==> src/rtl/fifo_lector.sv <==
// Read-side controller for a synchronous FIFO: issues reads under a credit limit,
// captures the returned words into a 2-entry skid buffer and hands them downstream.
module fifo_lector #(
  parameter int tamano_datos    = 10,
  parameter int tamano_direcion = 3,
  parameter int ancho_contador  = 16
) (
  input  logic                      clk,
  input  logic                      reset,
  input  logic                      habilitar,
  input  logic                      empty,
  input  logic                      almost_empty,
  input  logic                      error,
  input  logic [tamano_datos-1:0]   data_out,
  output logic                      read_enable,
  output logic                      out_valid,
  output logic [tamano_datos-1:0]   out_data,
  input  logic                      out_ready,
  output logic                      casi_vacio,
  output logic                      error_lector,
  output logic [ancho_contador-1:0] palabras
);

  typedef enum logic [1:0] {S_INIT, S_IDLE, S_ACTIVE, S_ERROR} estado_t;

  // A single-entry FIFO can never have two words outstanding.
  localparam logic [2:0] CREDITO = (tamano_direcion == 0) ? 3'd1 : 3'd2;

  estado_t                          state, state_n;
  logic [1:0][tamano_datos-1:0]     skid, skid_n;
  logic [1:0]                       occ, occ_n, occ_rest;
  logic                             in_flight, pop, overflow, store;
  logic [2:0]                       pend;

  assign out_valid = (occ != 2'd0);
  assign out_data  = skid[0];
  assign pop       = out_valid & out_ready;

  // Words that will still be held after this cycle's pop, counting the in-flight one.
  assign occ_rest    = occ - {1'b0, pop};
  assign pend        = {1'b0, occ_rest} + {2'b00, in_flight};
  assign read_enable = (state == S_ACTIVE) & habilitar & ~empty & (pend < CREDITO);

  assign overflow = in_flight & (occ_rest == 2'd2);
  assign store    = in_flight & ~overflow;

  always_comb begin
    skid_n = skid;
    if (pop)   skid_n[0] = skid[1];
    if (store) skid_n[occ_rest[0]] = data_out;
    occ_n = occ_rest + {1'b0, store};
  end

  always_comb begin
    state_n = state;
    case (state)
      S_INIT:   state_n = S_IDLE;
      S_IDLE:   if (habilitar)  state_n = S_ACTIVE;
      S_ACTIVE: if (!habilitar) state_n = S_IDLE;
      S_ERROR:  state_n = S_ERROR;
      default:  state_n = S_INIT;
    endcase
    if (state != S_INIT && (error || overflow)) state_n = S_ERROR;
  end

  always_ff @(posedge clk) begin
    if (reset) begin
      state        <= S_INIT;
      skid         <= '0;
      occ          <= 2'd0;
      in_flight    <= 1'b0;
      casi_vacio   <= 1'b0;
      error_lector <= 1'b0;
      palabras     <= '0;
    end else begin
      state      <= state_n;
      skid       <= skid_n;
      occ        <= occ_n;
      in_flight  <= read_enable;
      casi_vacio <= almost_empty;
      if (state_n == S_ERROR) error_lector <= 1'b1;
      if (pop) palabras <= palabras + ancho_contador'(1);
    end
  end

endmodule

==> config.mk <==
export PLATFORM = sky130hd
export DESIGN_NAME = fifo_lector
export DESIGN_NICKNAME = d
export VERILOG_FILES = /design/src/rtl/fifo_lector.sv
export SDC_FILE = /design/constraint.sdc
export NUM_CORES = 1
export LEC_CHECK = 0
export ABC_CLOCK_PERIOD_IN_PS = 3250
export CAP_MARGIN = 20
export CELL_PAD_IN_SITES_DETAIL_PLACEMENT = 0
export CELL_PAD_IN_SITES_GLOBAL_PLACEMENT = 1
export CORE_MARGIN = 2
export CORE_UTILIZATION = 36
export DETAILED_ROUTE_END_ITERATION = 6
export GPL_TIMING_DRIVEN = 0
export PLACE_DENSITY_LB_ADDON = 0.1
export SLEW_MARGIN = 15
export SYNTH_ARGS = -nofsm -noshare
export SYNTH_HDL_FRONTEND = slang
export SYNTH_SLANG_ARGS = --single-unit
==> constraint.sdc <==
create_clock -name clk -period 3.25 [get_ports clk]
set_input_delay 0.325 -clock clk [delete_from_list [all_inputs] [get_ports clk]]
set_output_delay 0.325 -clock clk [all_outputs]
set_load 0.05 [all_outputs]
# Word-level counts from Yosys, hierarchy flattened
# Cells that the tools add are included.
[totals]
wordCells = 43
ff_bits = 43
[op_classes]
n_mux = 9
n_reduce_logical = 6
add_sub_neg = 4
magnitude_cmp = 3
n_bitwise = 8
eq_ne = 5
[op_table]
columns = ["operator", "count"]
rows = [
  ["$mux 10", 3],
  ["$bwmux 20", 1],
  ["$add 16x1->16 const B", 1],
  ["$demux 10 s1", 1],
  ["$eq 2x2->1 const B", 4],
  ["$pmux 2 s4", 1],
  ["$and 1x1->1", 6],
  ["$mux 2", 3],
  ["$reduce_bool 2->1", 2],
  ["$add 2x1->3", 1],
  ["$lt 3x2->1 const B", 1],
  ["$add 2x1->2", 1],
  ["$eq 2x1->1 const B", 1],
  ["$logic_and 1x1->1", 2],
  ["$logic_not 2->1", 1],
  ["$lt 1x2->1 const B", 1],
  ["$not 1->1", 2],
  ["$sub 2x1->2", 1],
  ["$ge 1x1->1 const B", 1],
  ["$logic_or 1x1->1", 1],
]

# Logic depth before layout (Yosys ltp)
# Gate-level depths: netlist of the first run.
[depth]
word_depth = 9
ltp_mapped = 10

# Worst setup path after synthesis of the first run
# Ideal clock, no wire load.
[synth_timing]
path_kind = "reg2out"
from = "register occ[1]"
to = "output port read_enable"
arrival_ns = 2.653
path_stages_with_launch = 8
t_required_ns = 2.925
path_slack_ns = 0.272
path_cell_list = "dfxtp_1 > or2_2 > nand2_1 > inv_1 > buf_2 > ha_1 > nor2b_1 > nor3_1"
[synth_via]
elab_chain_len = 6
[synth_rtl]
columns = ["element", "line_no", "source"]
rows = [
  ["start, declared", "31", "logic [1:0] occ, occ_n, occ_rest;"],
  ["start signal, assigned", "78", "occ <= occ_n;"],
  ["$reduce_bool 2->1", "35", "assign out_valid = (occ != 2'd0);"],
  ["named net out_valid", "16", "output logic out_valid,"],
  ["$and 1x1->1", "37", "assign pop = out_valid & out_ready;"],
  ["named net pop", "32", "logic in_flight, pop, overflow, store;"],
  ["$sub 2x1->2", "40", "assign occ_rest = occ - {1'b0, pop};"],
  ["$add 2x1->3", "41", "assign pend = {1'b0, occ_rest} + {2'b00, in_flight};"],
  ["$lt 3x2->1", "42", "assign read_enable = (state == S_ACTIVE) & habilitar & ~empty & (pend < CREDITO);"],
  ["$and 1x1->1", "42", ""],
  ["end, declared", "15", "output logic read_enable,"],
]
# The timed path passes the listed nets, and every way through them passes these cells.

# Worst setup path after layout of the first run
[layout_timing]
from = "register occ[1]"
to = "register skid[12] (netlist bit)"
[layout_via]
elab_chain_len = 8
elab_cells_between_ends = 13
cone_classes = "1 x add/sub; 2 x order compare; 1 x eq/ne; 3 x mux; 4 x bitwise; 2 x reduce/logical"
[layout_rtl]
columns = ["element", "line_no", "source"]
rows = [
  ["$reduce_bool 2->1 *", "35", ""],
  ["$and 1x1->1 *", "37", ""],
  ["named net pop", "32", ""],
  ["$sub 2x1->2 *", "40", ""],
  ["$lt 1x2->1 (implied by the code) / $ge 1x1->1 (equally long branches)", "50", "if (store) skid_n[occ_rest[0]] = data_out;"],
  ["$logic_and 1x1->1 (implied by the code)", "50", ""],
  ["$mux 10 (implied by the code)", "50", ""],
  ["$demux 10 s1", "50", ""],
  ["$bwmux 20", "50", ""],
  ["end signal, assigned", "77", "skid <= skid_n;"],
  ["end, declared", "30", "logic [1:0][tamano_datos-1:0] skid, skid_n;"],
]
# The timed path passes the listed nets; every way through them passes the cells marked *.
# A chain may end at the register's enable or synchronous reset.

==> results.txt, run 1 <==
The run finished with clean final reports. Sequential cells were found to cover 45.50% of the synthesized design area. Synthesis produced 218 cells. Top flip-flop cell by instance count after synthesis: dfxtp_1. Clock period minus worst slack: 2.947 ns. Clock latency at the later pin of the worst-skew pair: 0.29 ns. For this run, the share of the core covered by cells in the final layout is 49.53%. The worst setup path is launched from a flop.

The number of inserted filler cells in the final layout was 525. Total wire length: 4.190 mm. For hold timing, the worst endpoint is casi_vacio. Pin placement for this block handled 47 I/O pins. The tools report the count of unresolved DRC violations after routing as 0. The top cell type by area accounts for 45.50% of the synthesized area.

In this run, the number of DRC markers left after iteration 0 of detailed routing was 49. The number of nets in the layout is 290, and the number of cells on the worst hold path is 2. Dividing total power by cell area gives a power density of 477.1 nW/µm². For this run the aggregate overflow at the end of global routing stands at 0. Across the run, the number of max-cap violations was 0. Setup slack closes at 0.3031 ns.

In this run the critical register-to-register path is launched from occ[1]. Setup repair after global routing left no endpoint under its margin. The post-synthesis cell type count is 36.

Summed over all cells, the static leakage comes to 0.9017 nW. CTS saw 43 sinks. The count of non-filler cells in the finished layout came out at 341.

At the placement stage, the worst setup path has a slack of 0.04789 ns. The actual transition at the worst max-transition pin was 0.7612 ns. For the initial antenna violation count, the log shows 0. 0 antenna diodes ended up in the layout. The critical path required time came out at 3.42 ns.

The maximum fanout along the worst path works out to 10. The number of buffers created by CTS was 5; the average detailed-routed wire length per instance was 12.29 µm. The post-synthesis instance area is 1892 µm², and the final sum of negative setup slack is 0 ns. The setup path with the least slack is of type flop to flop. Counting flops with an async set or reset pin after synthesis yields a share of 0%.

The run gives 26 as the count of standard-cell rows. The number of hold buffers added after CTS is 0. Derived from the worst setup path, the maximum achievable clock frequency is 0.3393 GHz. The floorplan step set the die width to 76.49 µm.

Of all cell types, the one taking the most synthesized area is dfxtp_1. The commonest cells after synthesis are dfxtp_1 (43), nor2_1 (34), nand2_1 (33). Yosys printed 0 warnings. The number of nets in the synthesized netlist is 238. Number of instances in the placed design: 333. The first global-routing pass estimated 7.065 mm of wire. The via-per-instance ratio is 4.771. The cell depth of the worst flop-to-flop path is 10, and the via count of the first global-routing pass is 1531. After clock tree synthesis, the clock-pin slew on the worst setup and hold paths is 0.08 ns. Buffers placed on the I/O ports in this run total 45.

dfxtp_1 is the most common cell in the netlist. The tools report the root buffer cell as clkbuf_8. Measured against its own limit, the worst slew margin works out to 49.25%. The clock passes through at most 2 buffers. Once the floorplan was initialized, standard cells occupied 37.28% of the core. Setup violations remaining at the end of the flow were counted as 0.

The final-report max-slew violation count was 0. TritonCTS built the clock tree. IR analysis of the VDD net gives a maximum drop of 0.1775 mV. The run gives 3.11 ns as the arrival time reported for the critical path endpoint. The fraction of final layout cells sized beyond drive strength 1 was 8.487%; the total global routing track utilization was 14.92%. The setup check on the worst reg-to-reg path leaves a slack of 0.30 ns. The worst hold path belongs to the class input pin to flop. The capture point of the worst reg-to-reg path was skid[12]. The die height came out at 76.49 µm. Compared with the post-synthesis result, the final layout area differs by 32.87%. The number of register bits inferred by synthesis was 43.

In this run the standard cell core region covers 5075 µm². The run gives 0.004164 ns as the final worst clock skew. Detailed placement ended at an HPWL of 2.898 mm. For this block, the via count after detailed routing is 1627. The H-tree generated during clock tree synthesis spans 2 levels. The die covers 5851 µm². Before antenna repair, the detailed router went through 4 iterations. Once detail routing completed, the nets flagged for antenna violations numbered 0. Entering global routing, the biggest net connects 13 pins.

In the post-synthesis netlist, the biggest area contributors are dfxtp_1 (46%), nor2_1 (6.7%), nand2_1 (6.5%). Count of flip-flops with a built-in enable after synthesis: 0. The worst hold path begins at reset. STA classifies the critical path endpoint as a flop.

The average instance in the mapped netlist occupies 8.678 µm². The final critical path takes up 90.68% of the cycle. For the number of hold-slack violations in the final timing report, the log shows 0.

The placer congestion estimate is 0.7044. For the total power consumption of the routed design, the log shows 1.199 mW.
## logic make-up (layout without fill, tap and decap cells)
logic type	after synthesis	count (layout)	share of synthesized area, %
adder cells (fa/ha/maj)	3	3	1.984
flip-flops	43	43	45.50
multiplexers	11	11	5.886
AO/OA/AOI/OAI	29	29	10.91
AND/OR/NAND/NOR	95	95	23.08
XOR/XNOR	12	12	5.556
buffers and inverters	25	78	7.077
## state kept, by name, summed over array words and instances (netlist names)
register,cells
skid,10
error_lector,1
in_flight,1
occ,2
casi_vacio,1
palabras,16
out_data,10
state,2
## critical path, stage by stage (launching register included)
cell      delay [ns]
dfxtp_1         0.38
or2_2           0.33
nand2_1         0.11
inv_1           0.11
buf_2           0.21
ha_1            0.36
a21boi_0        0.20
ha_1            0.21
buf_1           0.59
mux2i_1         0.26
nor2_1          0.05
## metrics by stage
step	hold WS, ns	area [µm²]
finish	0.3554	2514
global route	0.3982	2514
CTS	0.3581	2511
detailed placement	0.4568	2430
global placement	0.4487	2430
floorplan	0.4330	1892
## repair_timing
action	in CTS	in global routing
resized for setup	0	1
endpoints found under the setup margin	0	1
setup buffers	0	0
## area by class of cell
cell class,count,area [µm²],area share [%]
Multi-Input combinational cell,150,897.1,35.69
Sequential cell,43,860.8,34.25
Timing Repair Buffer,45,452.9,18.02
Buffer,20,115.1,4.579
Tap cell,70,87.58,3.484
Clock buffer,7,76.32,3.036
Inverter,5,18.77,0.7466
Clock inverter,1,5.005,0.1991
## power by group
group / internal [mW] / switching, mW / total [mW]
Sequential: 0.552 / 0.0301 / 0.583
Clock: 0.151 / 0.175 / 0.326
Combinational: 0.110 / 0.181 / 0.291
## cell usage in the layout (no fill, tap or decap), types with 2 or more instances in the layout
cell,Yosys,final
a21oi_1,8,8
a311oi_1,10,10
a31oi_1,2,2
buf_2,2,2
buf_4,10,10
clkbuf_1,7,9
clkbuf_8,0,5
clkdlybuf4s50_1,0,44
dfxtp_1,43,43
ha_1,3,3
inv_1,5,5
mux2i_1,10,10
nand2_1,33,33
nand3_1,3,3
nand4_1,3,3
nor2_1,34,34
nor2b_1,4,4
nor3_1,3,3
nor4_1,3,3
o21ai_0,4,4
o31ai_1,2,2
or3_1,2,2
or4_1,2,2
xnor2_1,5,5
xor2_1,7,7
## routing by layer
layer / GRT usage (%) / routed length [µm]
met3: 3.910 / 203
met4: 5.273 / 57
met2: 22.39 / 1797
met1: 20.66 / 2132
met5: 0 / 0
## worst max-delay path by stage
stage	start	endpoint	slack [ns]
floorplan	occ[1]	read_enable	0.27
global placement	out_ready	skid[11]	0.05
finish	occ[1]	skid[12]	0.30
CTS	occ[1]	read_enable	0.01
detailed placement	out_ready	skid[11]	0.05
global route	occ[1]	skid[13]	0.08
Note: power is estimated with default switching activity, not from simulation.
==> run 2: changes to the inputs <==
--- a/config.mk
+++ b/config.mk
@@ -14,6 +14,7 @@
 export DETAILED_ROUTE_END_ITERATION = 6
 export GPL_TIMING_DRIVEN = 0
 export PLACE_DENSITY_LB_ADDON = 0.1
+export SKIP_LAST_GASP = 1
 export SLEW_MARGIN = 15
 export SYNTH_ARGS = -nofsm -noshare
 export SYNTH_HDL_FRONTEND = slang
==> results of run 2 <==
The final DEF is identical to that of run 1; final timing and power are the same.
